`src/rtl/jtag_shift_pkg.sv`:
```
// Shared types and reset values for the JTAG shift engine.
package jtag_shift_pkg;

  typedef enum logic [2:0] {
    IDLE = 3'd0,
    LOW  = 3'd1,
    HIGH = 3'd2,
    RESP = 3'd3,
    TRST = 3'd4
  } state_e;

  localparam logic TMS_RST   = 1'b1;
  localparam logic TDI_RST   = 1'b0;
  localparam logic TRSTN_RST = 1'b1;

endpackage

```
`src/rtl/jtag_shift_engine_if.sv`:
```
// Command/response channel of the JTAG shift engine.
// Adds cmd_trst when JTAG_SHIFT_TRST_EN is defined.
interface jtag_shift_engine_if #(
  parameter int MAX_BITS  = 32,
  parameter int DIV_WIDTH = 8,
  parameter int CNT_W     = $clog2(MAX_BITS + 1)
);
  logic                 cmd_valid;
  logic                 cmd_ready;
  logic [CNT_W-1:0]     cmd_len;
  logic [MAX_BITS-1:0]  cmd_tms;
  logic [MAX_BITS-1:0]  cmd_tdi;
  logic                 cmd_capture;
  logic [DIV_WIDTH-1:0] clk_div;
`ifdef JTAG_SHIFT_TRST_EN
  logic                 cmd_trst;
`endif
  logic                 rsp_valid;
  logic                 rsp_ready;
  logic [MAX_BITS-1:0]  rsp_tdo;
  logic                 rsp_undriven;

`ifdef JTAG_SHIFT_TRST_EN
  modport master (
    output cmd_valid, cmd_len, cmd_tms, cmd_tdi, cmd_capture, clk_div, cmd_trst, rsp_ready,
    input  cmd_ready, rsp_valid, rsp_tdo, rsp_undriven
  );
  modport slave (
    input  cmd_valid, cmd_len, cmd_tms, cmd_tdi, cmd_capture, clk_div, cmd_trst, rsp_ready,
    output cmd_ready, rsp_valid, rsp_tdo, rsp_undriven
  );
`else
  modport master (
    output cmd_valid, cmd_len, cmd_tms, cmd_tdi, cmd_capture, clk_div, rsp_ready,
    input  cmd_ready, rsp_valid, rsp_tdo, rsp_undriven
  );
  modport slave (
    input  cmd_valid, cmd_len, cmd_tms, cmd_tdi, cmd_capture, clk_div, rsp_ready,
    output cmd_ready, rsp_valid, rsp_tdo, rsp_undriven
  );
`endif
endinterface

```
`src/rtl/jtag_tck_phase.sv`:
```
// TCK phase timer: counts a half-period down from the loaded divider value.
module jtag_tck_phase #(
  parameter int DIV_WIDTH = 8
) (
  input  logic                 clock,
  input  logic                 resetn,
  input  logic                 load,
  input  logic [DIV_WIDTH-1:0] load_val,
  output logic                 phase_done
);
  logic [DIV_WIDTH-1:0] cnt;

  // Down-counter, reloaded at the start of every phase.
  always_ff @(posedge clock) begin
    if (!resetn) begin
      cnt <= {DIV_WIDTH{1'b0}};
    end else if (load) begin
      cnt <= load_val;
    end else if (cnt != {DIV_WIDTH{1'b0}}) begin
      cnt <= cnt - {{(DIV_WIDTH-1){1'b0}}, 1'b1};
    end else begin
      cnt <= cnt;
    end
  end

  assign phase_done = (cnt == {DIV_WIDTH{1'b0}});
endmodule

```
`src/rtl/jtag_shift_engine.sv`:
```
// JTAG bit-bang master: shifts TMS/TDI pairs LSB first at a run-time TCK divider and captures TDO.
// Optional TAP reset command enabled by JTAG_SHIFT_TRST_EN.
module jtag_shift_engine
  import jtag_shift_pkg::*;
#(
  parameter int MAX_BITS  = 32,
  parameter int DIV_WIDTH = 8,
  parameter int CNT_W     = $clog2(MAX_BITS + 1)
) (
  input  logic               clock,
  input  logic               resetn,
  jtag_shift_engine_if.slave bus,
  output logic               busy,
  output logic               jtag_TCK,
  output logic               jtag_TMS,
  output logic               jtag_TDI,
  output logic               jtag_TRSTn,
  input  logic               jtag_TDO_data,
  input  logic               jtag_TDO_driven
);
  localparam logic [CNT_W-1:0] MAX_LEN = CNT_W'(MAX_BITS);

  state_e                state, state_nxt;
  logic                  tck, tck_nxt, tms, tms_nxt, tdi, tdi_nxt;
  logic                  rsp_valid, rsp_valid_nxt, undriven, undriven_nxt;
  logic                  capture, capture_nxt;
  logic [MAX_BITS-1:0]   tdo, tdo_nxt, tms_sr, tms_sr_nxt, tdi_sr, tdi_sr_nxt;
  logic [DIV_WIDTH-1:0]  div, div_nxt, phase_val;
  logic [CNT_W-1:0]      idx, idx_nxt, last, last_nxt, len_eff;
  logic                  accept, phase_load, phase_done;
`ifdef JTAG_SHIFT_TRST_EN
  logic                  trstn, trstn_nxt, trst_half, trst_half_nxt;
`endif

  assign bus.cmd_ready = (state == IDLE) && resetn;
  assign accept        = bus.cmd_valid && bus.cmd_ready;
  assign len_eff       = (bus.cmd_len > MAX_LEN) ? MAX_LEN : bus.cmd_len;

  jtag_tck_phase #(.DIV_WIDTH(DIV_WIDTH)) u_phase (
    .clock      (clock),
    .resetn     (resetn),
    .load       (phase_load),
    .load_val   (phase_val),
    .phase_done (phase_done)
  );

  // Next-state and datapath update for the shift FSM.
  always_comb begin
    state_nxt    = state;
    tck_nxt      = tck;
    tms_nxt      = tms;
    tdi_nxt      = tdi;
    undriven_nxt = undriven;
    capture_nxt  = capture;
    tdo_nxt      = tdo;
    tms_sr_nxt   = tms_sr;
    tdi_sr_nxt   = tdi_sr;
    div_nxt      = div;
    idx_nxt      = idx;
    last_nxt     = last;
    phase_load   = 1'b0;
    phase_val    = div;
`ifdef JTAG_SHIFT_TRST_EN
    trstn_nxt     = trstn;
    trst_half_nxt = trst_half;
`endif
    case (state)
      IDLE: begin
        tck_nxt = 1'b0;
        if (accept) begin
          div_nxt      = bus.clk_div;
          capture_nxt  = bus.cmd_capture;
          tdo_nxt      = {MAX_BITS{1'b0}};
          undriven_nxt = 1'b0;
          idx_nxt      = {CNT_W{1'b0}};
          last_nxt     = len_eff - CNT_W'(1);
          phase_load   = 1'b1;
          phase_val    = bus.clk_div;
`ifdef JTAG_SHIFT_TRST_EN
          if (bus.cmd_trst) begin
            trstn_nxt     = 1'b0;
            trst_half_nxt = 1'b0;
            state_nxt     = TRST;
          end else
`endif
          if (len_eff != {CNT_W{1'b0}}) begin
            tms_nxt    = bus.cmd_tms[0];
            tdi_nxt    = bus.cmd_tdi[0];
            tms_sr_nxt = bus.cmd_tms >> 1;
            tdi_sr_nxt = bus.cmd_tdi >> 1;
            state_nxt  = LOW;
          end else if (bus.cmd_capture) begin
            state_nxt = RESP;
          end else begin
            state_nxt = IDLE;
          end
        end else begin
          state_nxt = IDLE;
        end
      end
      LOW: begin
        if (phase_done) begin
          // TDO is sampled on the edge that raises TCK.
          tck_nxt      = 1'b1;
          tdo_nxt      = tdo | (MAX_BITS'(jtag_TDO_driven & jtag_TDO_data) << idx);
          undriven_nxt = undriven | !jtag_TDO_driven;
          phase_load   = 1'b1;
          state_nxt    = HIGH;
        end else begin
          state_nxt = LOW;
        end
      end
      HIGH: begin
        if (phase_done) begin
          tck_nxt = 1'b0;
          if (idx == last) begin
            state_nxt = capture ? RESP : IDLE;
          end else begin
            idx_nxt    = idx + CNT_W'(1);
            tms_nxt    = tms_sr[0];
            tdi_nxt    = tdi_sr[0];
            tms_sr_nxt = tms_sr >> 1;
            tdi_sr_nxt = tdi_sr >> 1;
            phase_load = 1'b1;
            state_nxt  = LOW;
          end
        end else begin
          state_nxt = HIGH;
        end
      end
      RESP: begin
        if (bus.rsp_ready) begin
          state_nxt = IDLE;
        end else begin
          state_nxt = RESP;
        end
      end
`ifdef JTAG_SHIFT_TRST_EN
      TRST: begin
        // TRSTn low spans two phase-timer periods, i.e. one full TCK period.
        if (phase_done) begin
          if (!trst_half) begin
            trst_half_nxt = 1'b1;
            phase_load    = 1'b1;
            state_nxt     = TRST;
          end else begin
            trstn_nxt = 1'b1;
            state_nxt = capture ? RESP : IDLE;
          end
        end else begin
          state_nxt = TRST;
        end
      end
`endif
      default: begin
        state_nxt = IDLE;
      end
    endcase
    rsp_valid_nxt = (state_nxt == RESP);
  end

  // State and output registers with synchronous active-low reset.
  always_ff @(posedge clock) begin
    if (!resetn) begin
      state     <= IDLE;
      tck       <= 1'b0;
      tms       <= TMS_RST;
      tdi       <= TDI_RST;
      rsp_valid <= 1'b0;
      undriven  <= 1'b0;
      capture   <= 1'b0;
      tdo       <= {MAX_BITS{1'b0}};
      tms_sr    <= {MAX_BITS{1'b0}};
      tdi_sr    <= {MAX_BITS{1'b0}};
      div       <= {DIV_WIDTH{1'b0}};
      idx       <= {CNT_W{1'b0}};
      last      <= {CNT_W{1'b0}};
`ifdef JTAG_SHIFT_TRST_EN
      trstn     <= TRSTN_RST;
      trst_half <= 1'b0;
`endif
    end else begin
      state     <= state_nxt;
      tck       <= tck_nxt;
      tms       <= tms_nxt;
      tdi       <= tdi_nxt;
      rsp_valid <= rsp_valid_nxt;
      undriven  <= undriven_nxt;
      capture   <= capture_nxt;
      tdo       <= tdo_nxt;
      tms_sr    <= tms_sr_nxt;
      tdi_sr    <= tdi_sr_nxt;
      div       <= div_nxt;
      idx       <= idx_nxt;
      last      <= last_nxt;
`ifdef JTAG_SHIFT_TRST_EN
      trstn     <= trstn_nxt;
      trst_half <= trst_half_nxt;
`endif
    end
  end

  assign busy             = (state != IDLE);
  assign jtag_TCK         = tck;
  assign jtag_TMS         = tms;
  assign jtag_TDI         = tdi;
  assign bus.rsp_valid    = rsp_valid;
  assign bus.rsp_tdo      = tdo;
  assign bus.rsp_undriven = undriven;
`ifdef JTAG_SHIFT_TRST_EN
  assign jtag_TRSTn = trstn;
`else
  assign jtag_TRSTn = TRSTN_RST;
`endif
endmodule
```
`src/flat_wrapper.sv`:
```
// flat-port wrapper written by rule: the top's interface ports become plain ports
module jtag_shift_engine_flat import jtag_shift_pkg::*;
#(
  parameter int MAX_BITS  = 32,
  parameter int DIV_WIDTH = 8,
  parameter int CNT_W     = $clog2(MAX_BITS + 1)
)
  (clock, resetn, busy, jtag_TCK, jtag_TMS, jtag_TDI, jtag_TRSTn, jtag_TDO_data, jtag_TDO_driven, bus_cmd_valid, bus_cmd_len, bus_cmd_tms, bus_cmd_tdi, bus_cmd_capture, bus_clk_div, bus_rsp_ready, bus_cmd_ready, bus_rsp_valid, bus_rsp_tdo, bus_rsp_undriven);
  jtag_shift_engine_if #(.MAX_BITS(MAX_BITS), .DIV_WIDTH(DIV_WIDTH), .CNT_W(CNT_W)) bus_i ();
  input  logic clock;
  input  logic resetn;
  output logic busy;
  output logic jtag_TCK;
  output logic jtag_TMS;
  output logic jtag_TDI;
  output logic jtag_TRSTn;
  input  logic jtag_TDO_data;
  input  logic jtag_TDO_driven;
  input wire logic [$bits(bus_i.cmd_valid)-1:0] bus_cmd_valid;
  input wire logic [$bits(bus_i.cmd_len)-1:0] bus_cmd_len;
  input wire logic [$bits(bus_i.cmd_tms)-1:0] bus_cmd_tms;
  input wire logic [$bits(bus_i.cmd_tdi)-1:0] bus_cmd_tdi;
  input wire logic [$bits(bus_i.cmd_capture)-1:0] bus_cmd_capture;
  input wire logic [$bits(bus_i.clk_div)-1:0] bus_clk_div;
  input wire logic [$bits(bus_i.rsp_ready)-1:0] bus_rsp_ready;
  output wire logic [$bits(bus_i.cmd_ready)-1:0] bus_cmd_ready;
  output wire logic [$bits(bus_i.rsp_valid)-1:0] bus_rsp_valid;
  output wire logic [$bits(bus_i.rsp_tdo)-1:0] bus_rsp_tdo;
  output wire logic [$bits(bus_i.rsp_undriven)-1:0] bus_rsp_undriven;
  assign bus_i.cmd_valid = bus_cmd_valid;
  assign bus_i.cmd_len = bus_cmd_len;
  assign bus_i.cmd_tms = bus_cmd_tms;
  assign bus_i.cmd_tdi = bus_cmd_tdi;
  assign bus_i.cmd_capture = bus_cmd_capture;
  assign bus_i.clk_div = bus_clk_div;
  assign bus_i.rsp_ready = bus_rsp_ready;
  assign bus_cmd_ready = bus_i.cmd_ready;
  assign bus_rsp_valid = bus_i.rsp_valid;
  assign bus_rsp_tdo = bus_i.rsp_tdo;
  assign bus_rsp_undriven = bus_i.rsp_undriven;
  jtag_shift_engine #(.MAX_BITS(MAX_BITS), .DIV_WIDTH(DIV_WIDTH), .CNT_W(CNT_W)) u_core (.clock(clock), .resetn(resetn), .bus(bus_i), .busy(busy), .jtag_TCK(jtag_TCK), .jtag_TMS(jtag_TMS), .jtag_TDI(jtag_TDI), .jtag_TRSTn(jtag_TRSTn), .jtag_TDO_data(jtag_TDO_data), .jtag_TDO_driven(jtag_TDO_driven));
endmodule
```
`config.mk`:
```
export PLATFORM = sky130hd
export DESIGN_NAME = jtag_shift_engine_flat
export DESIGN_NICKNAME = d
export VERILOG_FILES = /design/src/rtl/jtag_shift_pkg.sv /design/src/rtl/jtag_shift_engine_if.sv /design/src/rtl/jtag_tck_phase.sv /design/src/rtl/jtag_shift_engine.sv /design/src/flat_wrapper.sv
export SDC_FILE = /design/constraint.sdc
export NUM_CORES = 1
export LEC_CHECK = 0
export ABC_AREA = 0
export CORE_ASPECT_RATIO = 1.4
export CORE_MARGIN = 2
export CORE_UTILIZATION = 38
export CTS_CLUSTER_DIAMETER = 30
export DETAILED_ROUTE_END_ITERATION = 10
export PLACE_DENSITY = 0.69
export SYNTH_ARGS = -nofsm -noshare
export SYNTH_HDL_FRONTEND = slang
export SYNTH_SLANG_ARGS = --single-unit
```
`constraint.sdc`:
```
create_clock -name clock -period 2.8 [get_ports clock]
set_clock_uncertainty 0.05 [all_clocks]
set_input_delay 0.56 -clock clock [delete_from_list [all_inputs] [get_ports clock]]
set_output_delay 0.56 -clock clock [all_outputs]
set_load 0.01 [all_outputs]
```
Word-level counts from Yosys, hierarchy flattened
Cells that the tools add are included.
Widths: inputs -> output; s select.
{"block": "op_classes", "n_shift": 1, "mux": 52, "bitwise": 3, "reduce_logical": 17, "n_eq_ne": 10, "add_sub_neg": 3, "n_lt_le_gt_ge": 1}
{"operator": "$mux 32", "n": 10}
{"operator": "$pmux 32 s2", "n": 3}
{"operator": "$mux 8", "n": 4}
{"operator": "$or 32x32->32", "n": 1}
{"operator": "$shl 32x6->32", "n": 1}
{"operator": "$mux 6", "n": 4}
{"operator": "$mux 1", "n": 16}
{"operator": "$mux 3", "n": 4}
{"operator": "$pmux 3 s4", "n": 1}
{"operator": "$pmux 6 s2", "n": 1}
{"operator": "$eq 3x2->1 const B", "n": 3}
{"operator": "$logic_not 8->1", "n": 1}
{"operator": "$mux 2", "n": 4}
{"operator": "$reduce_bool 8->1", "n": 1}
{"operator": "$sub 8x1->8 const B", "n": 1}
{"operator": "$add 6x1->6 const B", "n": 1}
{"operator": "$eq 6x6->1", "n": 1}
{"operator": "$gt 6x6->1 const B", "n": 1}
{"operator": "$ne 2x1->1 const B", "n": 3}
{"operator": "$pmux 1 s2", "n": 3}
{"operator": "$pmux 1 s3", "n": 2}
{"operator": "$reduce_and 3->1", "n": 2}
{"operator": "$reduce_bool 2->1", "n": 3}
{"operator": "$reduce_bool 3->1", "n": 2}
{"operator": "other kinds (12)", "n": 14}
{"block": "totals", "output_inout_bits": 40, "regBits": 133, "wordCells": 101}

Longest topological paths before layout
{"block": "depth", "depth_word": 7, "depth_mapped": 9, "ltp_nobuf": 7}

Cells and area by module
A second synthesis with hierarchy kept.
{"block": "hier_totals", "cells_unflattened": 637, "area_unflattened_um2": 5983.2}
{"module": "jtag_shift_engine", "area_per_inst_um2": 5525.3, "cells_per_inst": 586, "seq_area_each_um2": 2442.3, "instances": 1}
{"module": "jtag_tck_phase", "area_per_inst_um2": 457.9, "cells_per_inst": 51, "seq_area_each_um2": 160.2, "instances": 1}

Least setup slack after synthesis
No wires, ideal clock.
{"block": "synth_timing", "path_kind": "input to register", "from": "input port resetn", "to": "register u_core.tdo[12] (netlist: u_core.bus.rsp_tdo[12])", "path_buffers": 3, "t_required_ps": 2675, "slack_ps": 569, "cell_stages": 8, "setup_time_ps": 75, "t_arrival_ps": 2106, "cell_sequence": "buf_4 nor4bb_1 buf_4 a31oi_2 nor3_2 or3b_1 clkbuf_1 o21ai_0"}
{"block": "synth_via", "elab_chain_len": 4}
{"item": "from (decl)", "line_no": "flat_wrapper.sv:11", "rtl": "input logic resetn;"}
{"item": "$logic_and 1x1->1", "line_no": "jtag_shift_engine.sv:35", "rtl": "assign bus.cmd_ready = (state == IDLE) && resetn;"}
{"item": "$logic_and 1x1->1", "line_no": "jtag_shift_engine.sv:36", "rtl": "assign accept = bus.cmd_valid && bus.cmd_ready;"}
{"item": "$ne 2x1->1 (no line)"}
{"item": "$reduce_and 3->1 (no line)"}
{"item": "to (signal assigned)", "line_no": "jtag_shift_engine.sv:172", "rtl": "tdo <= {MAX_BITS{1'b0}};"}
{"item": "to (signal assigned)", "line_no": "jtag_shift_engine.sv:190", "rtl": "tdo <= tdo_nxt;"}
{"item": "to (decl)", "line_no": "jtag_shift_engine.sv:27", "rtl": "logic [MAX_BITS-1:0] tdo, tdo_nxt, tms_sr, tms_sr_nxt, tdi_sr, tdi_sr_nxt;"}
Parallel ways exist; a longest one is shown, timed or not.
A chain may end at the register's enable or synchronous reset.

Worst setup path in the final report
{"block": "layout_timing", "from": "register u_core.u_phase.cnt[0]", "to": "register u_core.u_phase.cnt[6]"}
{"block": "layout_via", "elab_chain_len": 4, "elab_cells_between_ends": 9, "cone_classes": "1 x add/sub; 5 x mux; 3 x reduce/logical"}
{"item": "from (decl)", "line_no": "jtag_tck_phase.sv:11", "rtl": "logic [DIV_WIDTH-1:0] cnt;"}
{"item": "from (signal assigned)", "line_no": "jtag_tck_phase.sv:16", "rtl": "cnt <= {DIV_WIDTH{1'b0}};"}
{"item": "from (signal assigned)", "line_no": "jtag_tck_phase.sv:18", "rtl": "cnt <= load_val;"}
{"item": "from (signal assigned)", "line_no": "jtag_tck_phase.sv:20", "rtl": "cnt <= cnt - {{(DIV_WIDTH-1){1'b0}}, 1'b1};"}
{"item": "branches (longest 4 deep; another with $sub 8x1->8)"}
Several ways; the timed one is not identified. The select of a mux whose other input is x is not followed.

==> out/metrics.csv <==
metric,value,unit
status,finished clean,
Crit. End Element,flop,
DR DRC count,0,
TritonCTS clock tree,done,
CP Cell Sequence,inv_1 > ha_1 > or3b_2 > nor3_4 > o21ai_1 > nand2_1 > mux2_2,
Routed Wire Length,14800,um
worst hold start,u_core.bus.rsp_tdo[2],
port bufs,123,
initial antenna violation count,0,
DIE WIDTH,109,um
setup tns final,0,ns
Placer Congestion,0.807,
clock-pin slew on the worst setup and hold paths,0.06,ns
GR Overflow Total,0,
"top cells by count, synth","190 x nand2_1, 130 x dfxtp_1, 72 x nand3_1",
clock latency on the worst-skew pair,0.41,ns
number of max-cap violations,0,
Iter 0 DRT Violations,395,
Antenna Cells,0,
Rows,53,
Leak,0.00311,uW
H-tree depth,4,
final hold vios,0,
Synth Cell Area,0.00585,mm2
vias in the first global route,5149,
worst-margin pin slew,0.817,ns
unrepaired setup endpoints after global routing,false,
CTS Buf Count,17,
area delta synth->final,33.9,%
cell accounting for the most synthesized area,dfxtp_1,
Ports,125,
async set or reset register ratio after synthesis,0,%
final cell utilization of the core,52.0,%
area post-placement,0.00724,mm2
"EDFF count, synth",0,
core region area,0.0151,mm2
CP startpoint kind,flop,
largest net degree at the start of global routing,85,
WP buf/inv,1,
largest cells by area after synthesis,"dfxtp_1 44%, nand2_1 12%, o221a_2 12%",
fmax,0.404,GHz
CP top delay family,simple AND/OR/NAND/NOR gates,
Post-Syn Area per Cell,8.52,um2
arrival time of the worst setup path,2.72,ns
"count leader, synth",nand2_1,
Layout fillers,1424,
synth unique cells,56,
Die Ht,151,um
slew margin rel.,45.6,%
CTS sink cnt,130,
"Setup Fix Bufs, Post-CTS",0,
first-pass GRT wire length,24100,um
CP Launch Point,u_core.u_phase.cnt[0],
Hold WC Path Type,flop to flop,
effective utilization at floorplan,38.9,%
fraction of layout cells with a size suffix above 1,16.2,%
CP max-delay cell,or3b_2,
#FFs+latches synth,130,
period utilisation layout,88.5,%
DPL Wire Length,10100,um
Root Driver,clkbuf_16,
DR pass1 iterations,4,
"Setup violations, final",0,
synthesized net count,776,
antenna-violating nets left,0,
r2r startpoint,u_core.u_phase.cnt[0],
cell count after placement,958,
WL/cell,15.0,um
clock tree buffer depth,2,
DR vias,5259,
Worst Path Required,3.05,ns
CP max FO,8,
worst setup path category,flop to flop,
top_reg_cell synth,dfxtp_1,
Final Max Slew Viols,0,
final std cells w/o fill,990,
"Largest stage delay, worst path",0.53,ns
Final min period,2.48,ns
Total Routing Usage GR,18.5,%
Synth Warn #,0,
sequential element share of the synthesized area,44.5,%
Die ar.,0.0164,mm2
# nets final,874,
share of the synthesized area in the top cell type,44.5,%
"Hold-fix buffers, CTS",0,
Power Density,770,mW/mm2
Post-Layout Inst Area,0.00783,mm2
Post-Synthesis Cells,687,
Peak supply drop,330,uV
via/cell ratio,5.31,
Post-CTS Resized,0,
## power by group
part	switching (uW)	internal [uW]
clock network	805	1390
registers	195	2110
logic	785	743
## final timing paths
path | to | slack (ns) | cells after the start
worst min-delay path | u_core.bus.rsp_tdo[2] | 0.40 | 2
worst max-delay path | u_core.u_phase.cnt[6] | 0.32 | 7
worst max register to register | u_core.u_phase.cnt[6] | 0.32 | 7
worst min register to register | u_core.bus.rsp_tdo[2] | 0.40 | 2
## routing by layer
metal	track usage, %	wire, um	vias to the layer above
met5	0	0	-
met3	4.35	704	12
met2	32.9	7810	129
li1	-	-	2649
met1	20.9	6090	2469
met4	7.63	233	0
## layout by cell type, fill, tap and decap left out, types with 4 or more instances in the layout
cell type / netlist / routed
nand3b_1: 6 / 6
nor2_1: 13 / 13
clkbuf_16: 0 / 17
o21ai_1: 5 / 5
nor2b_1: 6 / 5
a21oi_1: 7 / 7
nand2_1: 190 / 190
clkinv_2: 0 / 5
inv_1: 4 / 4
ha_1: 4 / 4
a21o_1: 4 / 4
o31ai_1: 4 / 4
o221a_2: 61 / 61
a21boi_0: 11 / 11
clkdlybuf4s50_1: 0 / 122
nand3_1: 72 / 71
buf_4: 3 / 13
o21ai_0: 39 / 39
xnor2_1: 9 / 9
nand4_1: 4 / 4
dfxtp_1: 130 / 130
## worst register-to-register path: cells and delay by family, from the launching register on
family                     cells  cell delay, ns
and+or+nand+nor                3            1.11
AOI/OAI and AO/OA              1            0.22
buffers and inverters          1            0.09
muxes                          1            0.37
DFF                            1            0.32
adders and majority gates      1            0.20
## registers in the layout (all words and copies together) (netlist names), 2 cells and up
name                count
u_core.bus.rsp_tdo     32
u_core.tdi_sr          31
u_core.tms_sr          31
u_core.div              8
u_core.u_phase.cnt      8
u_core.idx              6
u_core.last             6
u_core.state            2
## cell families (layout without fill, tap and decap cells)
kind of cell | after synthesis | count (layout) | share of synthesized area, %
AND/OR/NAND/NOR | 325 | 325 | 25.8
buffers and inverters | 64 | 175 | 4.70
other | 1 | 1 | 0.0641
adder cells (fa/ha/maj) | 4 | 4 | 0.855
multiplexers | 6 | 6 | 1.09
XOR/XNOR | 12 | 12 | 1.80
flip-flops | 130 | 130 | 44.5
AO/OA/AOI/OAI | 145 | 145 | 21.2
## through the flow
step / hold slack [ns] / power, uW / setup slack, ns
2_1_floorplan: 0.373 / 3390 / 0.569
3_3_place_gp: 0.386 / 3810 / 0.124
3_5_place_dp: 0.391 / 3860 / 0.0784
4_1_cts: 0.404 / 6070 / 0.286
5_1_grt: 0.414 / 6330 / 0.200
6_report: 0.396 / 6030 / 0.323
## final cells by class
cell class | instances | area, um2 | area share [%]
Clock buffer | 18 | 429 | 5.48
Clock inverter | 14 | 164 | 2.09
Inverter | 4 | 15.0 | 0.192
Multi-Input combinational cell | 493 | 3000 | 38.3
Sequential cell | 130 | 2600 | 33.2
Tap cell | 192 | 240 | 3.07
Timing Repair Buffer | 139 | 1380 | 17.7
Power figures use the tool's default switching activity.
